===== config.mk =====
export PLATFORM = sky130hd
export DESIGN_NAME = angle_sequencer
export DESIGN_NICKNAME = d
export VERILOG_FILES = /design/src/rtl/angle_sequencer.sv
export SDC_FILE = /design/constraint.sdc
export NUM_CORES = 1
export LEC_CHECK = 0
export BUFFER_PORTS_ARGS = -buffer_cell sky130_fd_sc_hd__buf_2
export CAP_MARGIN = 0
export CORE_MARGIN = 8
export CORE_UTILIZATION = 40
export DETAILED_ROUTE_END_ITERATION = 6
export PLACE_DENSITY = 0.56
export SETUP_SLACK_MARGIN = 0.05
export SLEW_MARGIN = 20
export SYNTH_ARGS = -nofsm -noshare
export SYNTH_HDL_FRONTEND = slang
export SYNTH_SLANG_ARGS = --single-unit

===== constraint.sdc =====
create_clock -name clk -period 3.9 [get_ports clk]
set_clock_uncertainty 0.1 [all_clocks]
set_input_delay 0.39 -clock clk [delete_from_list [all_inputs] [get_ports clk]]
set_output_delay 0.39 -clock clk [all_outputs]
set_load 0.02 [all_outputs]

===== src/rtl/angle_sequencer.sv =====
// rtl/angle_sequencer.sv - slew-limited four-joint servo angle sequencer
// Define ANGLE_SEQ_PARALLEL_EN to step all joints together; default moves one joint at a time.
module angle_sequencer #(
  parameter int STEP_DIV      = 50000,
  parameter int SETTLE_CYCLES = 250000,
  parameter int HOME_ANGLE    = 90,
  parameter int MAX_ANGLE     = 180
) (
  input  logic       clk,
  input  logic       rst_n,
  input  logic       cmd_valid,
  output logic       cmd_ready,
  input  logic [7:0] cmd_angle1,
  input  logic [7:0] cmd_angle2,
  input  logic [7:0] cmd_angle3,
  input  logic [7:0] cmd_angle4,
  output logic [7:0] angle1,
  output logic [7:0] angle2,
  output logic [7:0] angle3,
  output logic [7:0] angle4,
  output logic       busy,
  output logic       done
);

  localparam int CNT_MAX = (STEP_DIV > SETTLE_CYCLES) ? STEP_DIV : SETTLE_CYCLES;
  localparam int CW      = $clog2(CNT_MAX + 1);

  localparam logic [7:0]    HOME        = 8'(HOME_ANGLE);
  localparam logic [7:0]    MAX         = 8'(MAX_ANGLE);
  localparam logic [CW-1:0] STEP_LAST   = CW'(STEP_DIV - 1);
  localparam logic [CW-1:0] SETTLE_LOAD = CW'(SETTLE_CYCLES);
  localparam logic [CW-1:0] CNT_ONE     = CW'(1);

  typedef enum logic [2:0] {IDLE, LOAD, MOVE, SETTLE, DONE} state_t;

  state_t        state, state_nxt;
  logic [7:0]    ang [4];
  logic [7:0]    tgt [4];
  logic [7:0]    ang_step [4];
  logic [3:0]    differ;
  logic [CW-1:0] cnt;
  logic [1:0]    joint;
  logic [1:0]    sel_idx;
  logic          sel_any;
  logic          load_phase;
  logic          tick;
  logic          step_done;

  assign tick = (cnt == STEP_LAST);

  always_comb begin
    for (int i = 0; i < 4; i++) begin
      differ[i] = (ang[i] != tgt[i]);
      if (ang[i] < tgt[i])
        ang_step[i] = ang[i] + 8'd1;
      else if (ang[i] > tgt[i])
        ang_step[i] = ang[i] - 8'd1;
      else
        ang_step[i] = ang[i];
    end
  end

  // Lowest differing joint; after a settle only joints above the active one qualify.
  always_comb begin
    sel_any = 1'b0;
    sel_idx = 2'd0;
    for (int i = 3; i >= 0; i--) begin
      if (differ[i] && (state == LOAD || 2'(i) > joint)) begin
        sel_any = 1'b1;
        sel_idx = 2'(i);
      end
    end
  end

`ifdef ANGLE_SEQ_PARALLEL_EN
  always_comb begin
    step_done = tick;
    for (int i = 0; i < 4; i++)
      if (ang_step[i] != tgt[i])
        step_done = 1'b0;
  end
`else
  assign step_done = tick && (ang_step[joint] == tgt[joint]);
`endif

  always_ff @(posedge clk) begin
    if (!rst_n)
      state <= IDLE;
    else
      state <= state_nxt;
  end

  always_comb begin
    state_nxt = state;
    case (state)
      IDLE:    if (cmd_valid) state_nxt = LOAD;
      LOAD:    if (load_phase) state_nxt = sel_any ? MOVE : DONE;
      MOVE:    if (step_done) state_nxt = SETTLE;
      SETTLE: begin
        if (cnt == CNT_ONE) begin
`ifdef ANGLE_SEQ_PARALLEL_EN
          state_nxt = DONE;
`else
          state_nxt = sel_any ? MOVE : DONE;
`endif
        end
      end
      DONE:    state_nxt = IDLE;
      default: state_nxt = IDLE;
    endcase
  end

  always_comb begin
    busy      = (state != IDLE);
    cmd_ready = (state == IDLE);
    done      = (state == DONE);
  end

  // LOAD spans two cycles: clamp into the target registers, then pick the joint from them.
  always_ff @(posedge clk) begin
    if (!rst_n) begin
      for (int i = 0; i < 4; i++) begin
        ang[i] <= HOME;
        tgt[i] <= HOME;
      end
      cnt        <= '0;
      joint      <= 2'd0;
      load_phase <= 1'b0;
    end else begin
      case (state)
        IDLE: begin
          if (cmd_valid) begin
            tgt[0] <= cmd_angle1;
            tgt[1] <= cmd_angle2;
            tgt[2] <= cmd_angle3;
            tgt[3] <= cmd_angle4;
          end
          cnt        <= '0;
          load_phase <= 1'b0;
        end
        LOAD: begin
          if (!load_phase) begin
            for (int i = 0; i < 4; i++)
              if (tgt[i] > MAX) tgt[i] <= MAX;
            load_phase <= 1'b1;
          end else begin
            load_phase <= 1'b0;
            joint      <= sel_idx;
            cnt        <= '0;
          end
        end
        MOVE: begin
          if (tick) begin
`ifdef ANGLE_SEQ_PARALLEL_EN
            for (int i = 0; i < 4; i++)
              ang[i] <= ang_step[i];
`else
            ang[joint] <= ang_step[joint];
`endif
            cnt <= step_done ? SETTLE_LOAD : '0;
          end else begin
            cnt <= cnt + CNT_ONE;
          end
        end
        SETTLE: begin
          if (cnt == CNT_ONE) begin
            cnt   <= '0;
            joint <= sel_idx;
          end else begin
            cnt <= cnt - CNT_ONE;
          end
        end
        default: cnt <= '0;
      endcase
    end
  end

  assign angle1 = ang[0];
  assign angle2 = ang[1];
  assign angle3 = ang[2];
  assign angle4 = ang[3];

endmodule


==> impl_metrics.env <==
export IMPL_status="completed"
export IMPL_portBuffers=69
export IMPL_start_kind="flop"
export IMPL_timing_fmax_mhz=268
export IMPL_dieArea_sq_um=22900
export IMPL_ir_drop_uv=378
export IMPL_grt_pass1_wl_um=39400
export IMPL_io_pins=70
export IMPL_crit_fanout=6
export IMPL_swShare=0.439
export IMPL_tightestPinTransition_ns=0.861
export IMPL_core_sq_um=18000
export IMPL_cp_num_buf_inv=2
export IMPL_grt_max_degree=18
export IMPL_powerDensity_nw_per_um2=474
export IMPL_via_count=7417
export IMPL_synth_edf_count=48
export IMPL_path_class="reg -> reg"
export IMPL_drc=0
export IMPL_die_w_um=151
export IMPL_critPathSlowestCell="dfxtp_1"
export IMPL_worstPathCellList="inv_1, ha_1, nand4_1, a21oi_2, nor2_1, a311oi_1, o31ai_1, a211oi_2, xor2_1, nor4_4, buf_4, nor2_4, o31ai_2"
export IMPL_cp_arrival_ns=3.90
export IMPL_diodes=0
export IMPL_syn_area_sq_um=7330
export IMPL_p_leak_nw=3.28
export IMPL_regArea_sq_um=2290
export IMPL_intPower_w=0.00226
export IMPL_critPathMaxStageDelay_ns=0.45
export IMPL_cp_top_family="compound AO/OA/AOI/OAI gates"
export IMPL_final_hold_viol_count=0
export IMPL_ant_nets=0
export IMPL_synthFlopType="edfxtp_1"
export IMPL_cts_hold_buf=0
export IMPL_start_util=0.408
export IMPL_ys_warnings_count=0
export IMPL_synth_top_area_cell="edfxtp_1"
export IMPL_period_share=0.956
export IMPL_vias_per_cell=6.11
export IMPL_clk_latency_ns=0.35
export IMPL_fillers=1811
export IMPL_clk_path_buf_depth=2
export IMPL_rsz0062_at_grt="no"
export IMPL_std_cell_rows=49
export IMPL_worst_setup_path_end_kind="flop"
export IMPL_ys_async_sr_fraction=0
export IMPL_fin_setup_tns_ns=0
export IMPL_htreeDepth=3
export IMPL_synth_cells=893
export IMPL_netSwitchingPower_w=0.00177
export IMPL_synth_seq_cells=90
export IMPL_overflow=0
export IMPL_yosysMostFrequentCell="nand2_1"
export IMPL_clk_pin_slew_ns=0.07
export IMPL_power_w=0.00403
export IMPL_cts_sinks=90
export IMPL_final_net_count=1058
export IMPL_finalSetupViolations=0
export IMPL_place_area_sq_um=8150
export IMPL_cts_root_buffer="clkbuf_16"
export IMPL_cap_violations=0
export IMPL_yosysTopAreaCellShare=0.197
export IMPL_min_period_ns=3.73
export IMPL_clkPwrFrac=0.218
export IMPL_antenna_found_initial=0
export IMPL_slew_headroom=0.425
export IMPL_synth_area_top_cells="edfxtp_1 20%, dfxtp_1 11%, ha_1 7.3%, nand2_1 5.1%, nor2_1 4.3%"
export IMPL_gr_usage_all_layers=0.221
export IMPL_hold_class="in -> reg"
export IMPL_slew_violations=0
export IMPL_yosys_top_cells_count="99 x nand2_1, 84 x nor2_1, 52 x o21ai_0, 50 x inv_1, 48 x edfxtp_1"
export IMPL_die_h_um=151
export IMPL_wire_per_inst_um=21.1
export IMPL_grt_pass1_vias=6918
export IMPL_place_congestion=0.954
export IMPL_drt_iter0_drc=745
export IMPL_cts_tree="built"
export IMPL_p_seq_frac=0.331
export IMPL_multi_input_comb_area_sq_um=4710
export IMPL_syn_avg_cell_area_sq_um=8.20
export IMPL_power_frac_comb=0.451
export IMPL_cts_made_buffers=9
export IMPL_crit_required_ns=4.07
export IMPL_dp_hpwl_um=19900
export IMPL_drive_gt1_frac=0.190
export IMPL_synth_seq_area_share=0.312
export IMPL_design_area_sq_um=8500
export IMPL_synth_nets=971
export IMPL_synthDistinctLibCells=82
export IMPL_area_growth_synth_to_final_pct=16.0
export IMPL_routed_wl_um=25600
export IMPL_first_pass_iters=5
cell families (layout without fill, tap and decap cells):
group / after synthesis / in the layout / share of synthesized area
compound gates: 243 / 243 / 0.231
xor+xnor: 22 / 22 / 0.0263
fa+ha+maj: 43 / 43 / 0.0734
buf+inv: 96 / 188 / 0.0524
flops: 90 / 90 / 0.312
mux: 15 / 15 / 0.0359
simple gates: 384 / 384 / 0.270
stage by stage:
stage	hold WS [ns]	util	cells	setup slack (ns)
2_1_floorplan	0.356	-	893	0.483
6_report	0.144	0.473	1214	0.171
5_1_grt	0.162	0.473	1214	0.0470
3_5_place_dp	0.426	0.454	1197	0.0228
3_3_place_gp	0.423	0.454	1197	0.0829
4_1_cts	0.136	0.470	1213	0.0769
registers in the layout, indices dropped and copies added, names as in the netlist, named ones only:
name,count
cnt,18
joint,2
load_phase,1
state,3
tgt,32
ang,32
power groups by stage:
stage          sequential (W)  clock (W)  combinational (W)
6_report              0.00134   0.000877            0.00182
5_1_grt               0.00136   0.000920            0.00196
4_1_cts               0.00133   0.000884            0.00177
3_5_place_dp          0.00135          0            0.00176
2_1_floorplan         0.00126          0            0.00126
3_3_place_gp          0.00135          0            0.00177
area by class of cell:
cell class | instances | share of cell area
Inverter | 50 | 0.0221
Sequential cell | 90 | 0.269
Timing Repair Buffer | 122 | 0.0875
Tap cell | 229 | 0.0337
Clock inverter | 7 | 0.00707
Multi-Input combinational cell | 707 | 0.554
Clock buffer | 9 | 0.0265
layout by cell type, fill, tap and decap left out, types with 6 or more instances in the layout:
cell	synthesis	routed
nand2_1	99	99
nor2_1	84	83
buf_2	9	69
buf_4	1	53
o21ai_0	52	51
inv_1	50	49
edfxtp_1	48	48
ha_1	43	42
a21oi_1	42	40
dfxtp_1	42	38
nand3_1	34	34
nor3_1	30	30
o211ai_1	21	21
nand4_1	19	19
and3_1	18	18
o21a_1	16	16
o22ai_1	15	15
or3_1	14	14
nand2b_1	14	14
xnor2_1	12	12
and2_1	11	11
nor4_1	11	10
xor2_1	10	10
a211oi_1	11	9
a22oi_1	9	9
or4_1	9	9
mux4_2	9	9
clkbuf_16	0	9
nor2b_1	8	8
nor3b_1	6	6
mux2i_1	6	6
a31oi_1	6	6
a221o_1	6	6
repair_timing:
action / in CTS / in global routing
resized for setup: 2 / 17
setup endpoints to repair: 2 / 8
setup buffers: 0 / 1
pin swaps: 0 / 3
path summary, 6_finish.rpt:
path                 start   endpoint  slack (ns)  depth (start not counted)
min          cmd_angle1[5]  tgt[0][5]        0.14                          3
max              tgt[3][4]    cnt[14]        0.17                         13
min reg2reg      tgt[3][7]  tgt[3][4]        0.44                          2
max reg2reg      tgt[3][4]    cnt[14]        0.17                         13
per-layer routing:
layer | share of wire | vias up | GRT usage | wire length [um]
li1 | - | 3526 | - | -
met1 | 0.46 | 3512 | 0.314 | 11800
met2 | 0.44 | 338 | 0.337 | 11300
met3 | 0.079 | 41 | 0.0347 | 2010
met4 | 0.021 | 0 | 0.0633 | 538
met5 | 0 | - | 0 | 0
worst min-delay path, delay by kind of cell:
family,cells,cell delay [ns]
buffers and inverters,1,0.07
AND/OR/NAND/NOR,2,0.10
Power figures use the tool's default switching activity.
